[config.mk]
export PLATFORM = sky130hd
export DESIGN_NAME = uart_rx
export DESIGN_NICKNAME = d
export VERILOG_FILES = /design/src/rtl/uart_rx.sv
export SDC_FILE = /design/constraint.sdc
export NUM_CORES = 1
export LEC_CHECK = 0
export ABC_AREA = 1
export BUFFER_PORTS_ARGS = -buffer_cell sky130_fd_sc_hd__buf_4
export CORE_MARGIN = 2
export CORE_UTILIZATION = 50
export CTS_CLUSTER_SIZE = 24
export DETAILED_ROUTE_END_ITERATION = 16
export PLACE_DENSITY = 0.68
export SETUP_SLACK_MARGIN = 0.15
export SLEW_MARGIN = 5
export SYNTH_ARGS = -nofsm -noshare
export SYNTH_HDL_FRONTEND = slang
export SYNTH_SLANG_ARGS = --single-unit
[constraint.sdc]
create_clock -name i_clock -period 5.7 [get_ports i_clock]
set_clock_uncertainty 0.1 [all_clocks]
set_input_delay 0.57 -clock i_clock [delete_from_list [all_inputs] [get_ports i_clock]]
set_output_delay 0.57 -clock i_clock [all_outputs]
set_load 0.03 [all_outputs]
[src/rtl/uart_rx.sv]
// 8N1 serial receiver: 8x oversampling, sticky line errors,
// and a byte FIFO drained through a request/ready read port.
module uart_rx #(
  parameter int PRESCALE = 50000000 / (9600 * 8),
  parameter int DEPTH    = 64
) (
  input  logic        i_clock,
  input  logic        i_reset,
  input  logic        i_request,
  output logic [31:0] o_rdata,
  output logic        o_ready,
  output logic        o_empty,
  output logic        o_overrun,
  output logic        o_framing_error,
  input  logic        i_clear_errors,
  input  logic        UART_RX
);

  localparam int CW = (PRESCALE > 1) ? $clog2(PRESCALE) : 1;
  localparam int AW = (DEPTH > 1) ? $clog2(DEPTH) : 1;
  localparam logic [CW-1:0] RELOAD = CW'(PRESCALE - 1);

  typedef enum logic [2:0] {
    IDLE, START, DATA, STOP, BRK
  } state_t;

  state_t      state, state_d;
  logic        sync1, rx_s, rx_prev;
  logic [CW-1:0] cnt;
  logic        tick;
  logic [2:0]  scount, scount_d;
  logic [2:0]  bidx, bidx_d;
  logic [7:0]  shreg, shreg_d;
  logic        reload, push, pop;
  logic        ovr_set, fe_set;
  logic [7:0]  mem [DEPTH];
  logic [AW:0] wptr, rptr;
  logic        full, empty;

  always_ff @(posedge i_clock or negedge i_reset) begin
    if (!i_reset) begin
      sync1   <= 1'b1;
      rx_s    <= 1'b1;
      rx_prev <= 1'b1;
    end else begin
      sync1   <= UART_RX;
      rx_s    <= sync1;
      rx_prev <= rx_s;
    end
  end

  assign tick = (cnt == '0);

  // Reloading on the start edge phase-aligns every later sample.
  always_ff @(posedge i_clock or negedge i_reset) begin
    if (!i_reset)       cnt <= RELOAD;
    else if (reload)    cnt <= RELOAD;
    else if (tick)      cnt <= RELOAD;
    else                cnt <= cnt - 1'b1;
  end

  always_comb begin
    state_d  = state;
    scount_d = scount;
    bidx_d   = bidx;
    shreg_d  = shreg;
    reload   = 1'b0;
    push     = 1'b0;
    ovr_set  = 1'b0;
    fe_set   = 1'b0;
    unique case (state)
      IDLE: begin
        if (rx_prev && !rx_s) begin
          reload   = 1'b1;
          scount_d = 3'd0;
          state_d  = START;
        end
      end
      START: begin
        if (tick) begin
          scount_d = scount + 3'd1;
          if (scount == 3'd3) begin
            scount_d = 3'd0;
            bidx_d   = 3'd0;
            state_d  = rx_s ? IDLE : DATA;
          end
        end
      end
      DATA: begin
        if (tick) begin
          scount_d = scount + 3'd1;
          if (scount == 3'd7) begin
            shreg_d = {rx_s, shreg[7:1]};
            bidx_d  = bidx + 3'd1;
            if (bidx == 3'd7) state_d = STOP;
          end
        end
      end
      STOP: begin
        if (tick) begin
          scount_d = scount + 3'd1;
          if (scount == 3'd7) begin
            if (rx_s) begin
              push    = !full;
              ovr_set = full;
              state_d = IDLE;
            end else begin
              fe_set  = 1'b1;
              state_d = BRK;
            end
          end
        end
      end
      BRK: begin
        if (rx_s) state_d = IDLE;
      end
      default: state_d = IDLE;
    endcase
  end

  always_ff @(posedge i_clock or negedge i_reset) begin
    if (!i_reset) begin
      state  <= IDLE;
      scount <= 3'd0;
      bidx   <= 3'd0;
      shreg  <= 8'd0;
    end else begin
      state  <= state_d;
      scount <= scount_d;
      bidx   <= bidx_d;
      shreg  <= shreg_d;
    end
  end

  assign empty = (wptr == rptr);
  assign full  = (wptr[AW] != rptr[AW]) &&
                 (wptr[AW-1:0] == rptr[AW-1:0]);
  assign pop   = i_request && !o_ready && !empty;
  assign o_empty = empty;

  always_ff @(posedge i_clock) begin
    if (push) mem[wptr[AW-1:0]] <= shreg;
  end

  always_ff @(posedge i_clock or negedge i_reset) begin
    if (!i_reset) begin
      wptr            <= '0;
      rptr            <= '0;
      o_ready         <= 1'b0;
      o_rdata         <= 32'd0;
      o_overrun       <= 1'b0;
      o_framing_error <= 1'b0;
    end else begin
      if (push) wptr <= wptr + 1'b1;
      if (pop) begin
        rptr    <= rptr + 1'b1;
        o_rdata <= {24'd0, mem[rptr[AW-1:0]]};
        o_ready <= 1'b1;
      end else if (!i_request) begin
        o_ready <= 1'b0;
      end
      // A fresh error outranks a coincident clear.
      o_overrun       <= ovr_set |
                         (o_overrun & ~i_clear_errors);
      o_framing_error <= fe_set |
                         (o_framing_error & ~i_clear_errors);
    end
  end

endmodule

; ---- After elaboration in Yosys (flattened, before gate mapping)
; Memory sizes are Yosys's and may differ from the RTL's. A register that Yosys moved wholly into a read port is not among the register bits.
; Index checks and enable logic that the tools add are counted.
[word_totals]
inputBits = 5
output_inout_bits = 36
ramBits = 512
regBits = 47
n_memories = 1
word_cells = 105
[memory_table]
columns = name, words, word_bits, rd, rd_ports_with_merged_regs, wr, line_no
row1 = mem, 64, 8, 1, 1, 1, 36  ; logic [7:0] mem [DEPTH];
[op_classes]
n_eq_ne = 21
mux = 42
n_bitwise = 5
reduce_logical = 18
addsub = 5
[ops]
columns = cell, n
row1 = $mux 3, 18
row2 = $mux 10, 2
row3 = $mux 1, 18
row4 = $ne 2x2->1 const B, 9
row5 = $pmux 3 s5, 1
row6 = $add 7x1->7 const B, 2
row7 = $logic_not 10->1, 1
row8 = $sub 10x1->10 const B, 1
row9 = $eq 3x2->1 const B, 3
row10 = $eq 3x3->1 const B, 3
row11 = $pmux 3 s3, 1
row12 = $reduce_and 9->1, 1
row13 = $eq 7x7->1, 1
row14 = $add 3x1->3 const B, 2
row15 = $eq 6x6->1, 1
row16 = $pmux 3 s2, 1
row17 = $logic_not 1->1, 5
row18 = $reduce_and 5->1, 1
row19 = $logic_and 1x1->1, 4
row20 = $ne 2x1->1 const B, 2
row21 = $reduce_and 4->1, 1
row22 = $eq 3x1->1 const B, 1
row23 = $logic_not 3->1, 1
row24 = $reduce_and 3->1, 1
row25 = 8 further kinds, 10

; ---- Depth between registers and ports, before layout
[depth]
word_depth = 9
ltp_mapped = 15
ltp_nobuf = 13

; ---- Least setup slack after synthesis
; OpenSTA, ideal clock, no wires.
[synth_timing]
path_kind = flip-flop to flip-flop
start = reg cnt[0]
end = mem mem[13][0], enable pin
path_buffers = 0
arrival_ns = 2.068
required_time_ns = 5.230
setup_slack_ns = 3.162
stages_incl_launch_ff = 11
period_less_slack_ns = 2.538
setup_time_ns = 0.370
path_cell_list = dfrtp_1 inv_1 ha_1 nand3_2 nor2_2 nand3_2 nor2_4 nand4_1 inv_1 nand3_1 nor2_1
[synth_via]
elab_chain_cells = 5
[synth_lines]
columns = element, line_no
row1 = from (decl), 29  ; logic [CW-1:0] cnt;
row2 = from (signal assigned), 59  ; else cnt <= cnt - 1'b1;
row3 = $logic_not 10->1, 52  ; assign tick = (cnt == '0);
row4 = $mux 1, 100  ; if (tick) begin
row5 = $mux 1, 71  ; unique case (state)
row6 = $mux 1, 142  ; if (push) mem[wptr[AW-1:0]] <= shreg;
row7 = $mux 1 (implied by the code), 142
row8 = to (decl), 36
; Every way passes these cells.

; ---- Worst setup path after layout
[layout_timing]
start = reg cnt[0]
end = mem mem[59][2], enable pin
; The elaborated chain is that of the path after synthesis.

==> impl_metrics.csv <==
group,metric,value,unit
pwr,seqPwrFrac,38.8,%
timing,fmax,263,MHz
setup_path,arrival,3.93,ns
global_route,grt-ovfl-total,0,
synthesis,yosysUniqueCellTypes,42,
final_layout,fin_nets,2462,
synthesis,syn_area_per_cell,10.1,um^2
global_route,grt_antenna_before_repair,0,
place,port_buffers,16,
global_route,grt.total_usage,23.3,%
setup_path,crit_path_end_kind,"flop",
drt,firstDrtPassIters,7,
hold_path,worstHoldPathCells,2,
setup_path,critical_path_class,"flop to flop",
timing,fin_setup_tns,0,ns
setup_path,ff2ff_path_depth,10,
timing,period_minus_slack,3.80,ns
setup_path,crit_path_start,"cnt[0]$_DFF_PN0_",
pwr,combPwrFrac,30.2,%
floorplan,fp.dieH,227,um
timing,relSlewSlack,33.9,%
pwr,internal_power,7.86,mW
setup_path,reg2reg_from,"cnt[0]$_DFF_PN0_",
place,place_congestion,0.860,
pwr,p_leak,11.2,nW
setup_path,slowest_delay,0.93,ns
setup_path,crit_chain,"inv_1, ha_1, nand3_2, nor2_2, nand3_2, nor2_4, nand4_1, inv_1, nand3_1, nor2_1",
cts,numCtsBuffers,57,
synthesis,syn_area,24900,um^2
hold_path,hold_end,"o_framing_error$_DFF_PN0_",
flow_run,cap_violations,0,
floorplan,core_area,49100,um^2
setup_path,crit_slowest_cell,"nor2_1",
timing,finalHoldViolations,0,
drt,drt-vias-per-instance,5.29,
final_layout,area_growth,9.96,%
drt,drc_errors,0,
cts,clock_latency,0.62,ns
outcome,outcome,"finished, final reports clean",
synthesis,syn_inst,2464,
setup_path,r2r-end,"mem[59][2]$_DFFE_PP_",
hold_path,hp-class,"input port to flop",
setup_path,reg2reg_slack,1.90,ns
final_layout,n_antenna_cell,0,
pwr,power_density,448,nW/um^2
drt,drtIter0Drc,1800,
global_route,grt_max_degree,176,
floorplan,ioPinCount,41,
timing,fin_crit_sh,66.6,%
floorplan,placementRows,81,
cts,clk_path_buf_depth,3,
floorplan,start_util,50.8,%
drt,drtAntennaViolNets,0,
hold_path,hold_path.startpoint,"i_clear_errors",
floorplan,die_x,227,um
synthesis,yosysSeqAreaShare,67.3,%
drt,avgRoutedWirePerCell,18.6,um
cts,post_cts_buffers,0,
timing,rsz0062_at_grt,"false",
final_layout,final_util,55.9,%
drt,drt-total-wl,58700,um
timing,finalSetupViolCount,0,
global_route,grt_pass1_wl,90900,um
pwr,clockPowerShare,31.0,%
final_layout,drive_gt1_share,6.93,%
global_route,grt_pass1_vias,15900,
cts,clkTransAtPathRegs,0.06,ns
timing,drv_slew,0,
setup_path,worstPathRequired,5.83,ns
place,place_hpwl,34100,um
cts,clock_tree.root_cell,"clkbuf_16",
synthesis,yosysWarnings,0,
floorplan,die_area,51600,um^2
timing,worstMarginPinSlew,0.989,ns
pwr,peakVddDrop,0.297,mV
cts,cts_tree,"done",
cts,htreeDepth,2,
final_layout,n_fill_cell,4188,
setup_path,worstPathMaxFanout,8,
drt,vias,16700,
pwr,p_sw_share,36.0,%
setup_path,start_kind,"flop",
cts,cts.sinks,567,
synthesis,ys_ff_latch,567,
pwr,switchingPower,4.42,mW
-- critical path: cells and delay by family, from the launching register on --
kind | cells | cell delay (ns)
AND/OR/NAND/NOR | 7 | 2.46
flip-flops | 1 | 0.37
adder cells (fa/ha/maj) | 1 | 0.23
buffers and inverters | 2 | 0.26
-- registers in the layout (all words and copies together), names as in the netlist --
name             cells
mem                512
cnt                 10
o_rdata              8
shreg                8
rptr                 7
wptr                 7
bidx                 3
scount               3
state                3
o_framing_error      1
o_overrun            1
o_ready              1
rx_prev              1
rx_s                 1
sync1                1
-- power by group through the flow --
stage	Clock, mW	Sequential (mW)	Combinational, mW
2_1_floorplan	0	4.78	2.69
3_3_place_gp	0	4.83	3.64
3_5_place_dp	0	4.84	3.67
4_1_cts	3.86	4.76	3.69
5_1_grt	4.02	4.77	4.11
6_report	3.81	4.77	3.71
-- final cells by class --
class                   count  area (um^2)  share of cell area [%]
flip-flops and latches    567        16800                    61.2
multi-input cells        1484         6430                    23.5
clock buffers              71         1580                    5.78
inverters                 304         1150                    4.20
well taps                 664          831                    3.03
clock inverters            36          338                    1.23
repair buffers             34          285                    1.04
-- Yosys cell counts --
cell type / number / area [um^2]
edfxtp_1: 512 / 15400
buf_4: 26 / 195
nor3_1: 3 / 15.0
nor4_1: 1 / 6.26
nor2_4: 4 / 45.0
xnor2_1: 4 / 35.0
nand2_1: 777 / 2920
a21oi_1: 14 / 70.1
inv_4: 1 / 6.26
xor2_1: 16 / 140
ha_1: 9 / 113
mux2_2: 1 / 11.3
nand3_1: 259 / 1300
nand2_2: 1 / 6.26
nand3_4: 4 / 70.1
clkbuf_1: 33 / 124
or2_1: 1 / 6.26
or2_2: 2 / 12.5
buf_2: 60 / 300
nor2_8: 1 / 20.0
nand3b_1: 1 / 7.51
conb_1: 1 / 3.75
buf_6: 1 / 11.3
nand4_4: 1 / 21.3
o21ai_1: 2 / 10.0
nand3_2: 8 / 80.1
o32ai_1: 1 / 8.76
and3_1: 1 / 6.26
a211oi_1: 1 / 7.51
dfstp_2: 7 / 184
inv_2: 7 / 26.3
o22ai_1: 1 / 6.26
a21boi_0: 1 / 7.51
o31ai_1: 1 / 7.51
inv_1: 295 / 1110
buf_1: 12 / 45.0
dfrtp_1: 48 / 1200
nor2_2: 2 / 12.5
clkinv_1: 1 / 3.75
nor2_1: 264 / 991
o21ai_0: 71 / 355
nand4_1: 8 / 50.1
-- layout by cell type, fill, tap and decap left out, types with 2 or more instances in the layout --
| master | n |
|---|---|
| nor3_1 | 3 |
| ha_1 | 9 |
| dfrtp_1 | 38 |
| nand4_1 | 8 |
| dfrtp_2 | 7 |
| nand3_4 | 4 |
| clkinv_1 | 10 |
| dlygate4sd3_1 | 2 |
| inv_2 | 6 |
| nand2_1 | 777 |
| clkbuf_16 | 61 |
| inv_1 | 294 |
| nand3_2 | 8 |
| nor2_2 | 2 |
| inv_6 | 2 |
| o21ai_1 | 2 |
| nor2_1 | 263 |
| nand3_1 | 259 |
| clkbuf_1 | 8 |
| clkinvlp_4 | 2 |
| clkinv_2 | 17 |
| conb_1 | 24 |
| clkbuf_8 | 2 |
| o21ai_0 | 71 |
| buf_4 | 30 |
| a21oi_1 | 14 |
| xnor2_1 | 4 |
| nor2_4 | 5 |
| bufinv_16 | 6 |
| dfrtp_4 | 3 |
| xor2_1 | 16 |
| buf_12 | 2 |
| dfstp_2 | 7 |
| edfxtp_1 | 512 |
| or2_2 | 2 |
-- cell families after synthesis --
kind of cell	share of synthesized area [%]
AO/OA/AOI/OAI	1.90
XOR/XNOR	0.703
adder cells (fa/ha/maj)	0.452
buffers and inverters	7.30
flip-flops	67.3
multiplexers	0.0452
other	0.0150
AND/OR/NAND/NOR	22.3
-- how the worst max path moves through the flow --
stage                                end  slack (ns)  cells after the start
finish              mem[59][2]$_DFFE_PP_        1.90                     10
detailed placement  mem[59][3]$_DFFE_PP_        2.06                     10
global route        mem[59][7]$_DFFE_PP_        1.65                     10
CTS                 mem[59][0]$_DFFE_PP_        1.99                     10
floorplan           mem[13][0]$_DFFE_PP_        3.16                     10
global placement    mem[59][0]$_DFFE_PP_        2.10                     10
-- repair_timing --
action	CTS	global route
endpoints found under the hold margin	49	0
resized for setup	0	0
hold buffers	2	0
-- layer usage --
metal	GRT usage (%)	vias up	part of all wire [%]
li1	-	7913	-
met1	32.4	7991	42
met2	36.9	695	46
met3	4.93	105	8.5
met4	7.38	0	2.8
met5	0	-	0
-- stage by stage --
step,setup slack (ns),power (mW),hold slack [ns],cell area (um^2),instances
finish,1.90,12.3,0.0559,27400,3160
global route,1.65,12.9,0.0375,27400,3160
CTS,1.99,12.3,0.0223,27400,3160
detailed placement,2.06,8.51,0.258,25500,3051
global placement,2.10,8.47,0.264,25500,3051
floorplan,3.16,7.47,0.174,25000,2487
No activity file was read; power rests on OpenSTA's default activity.
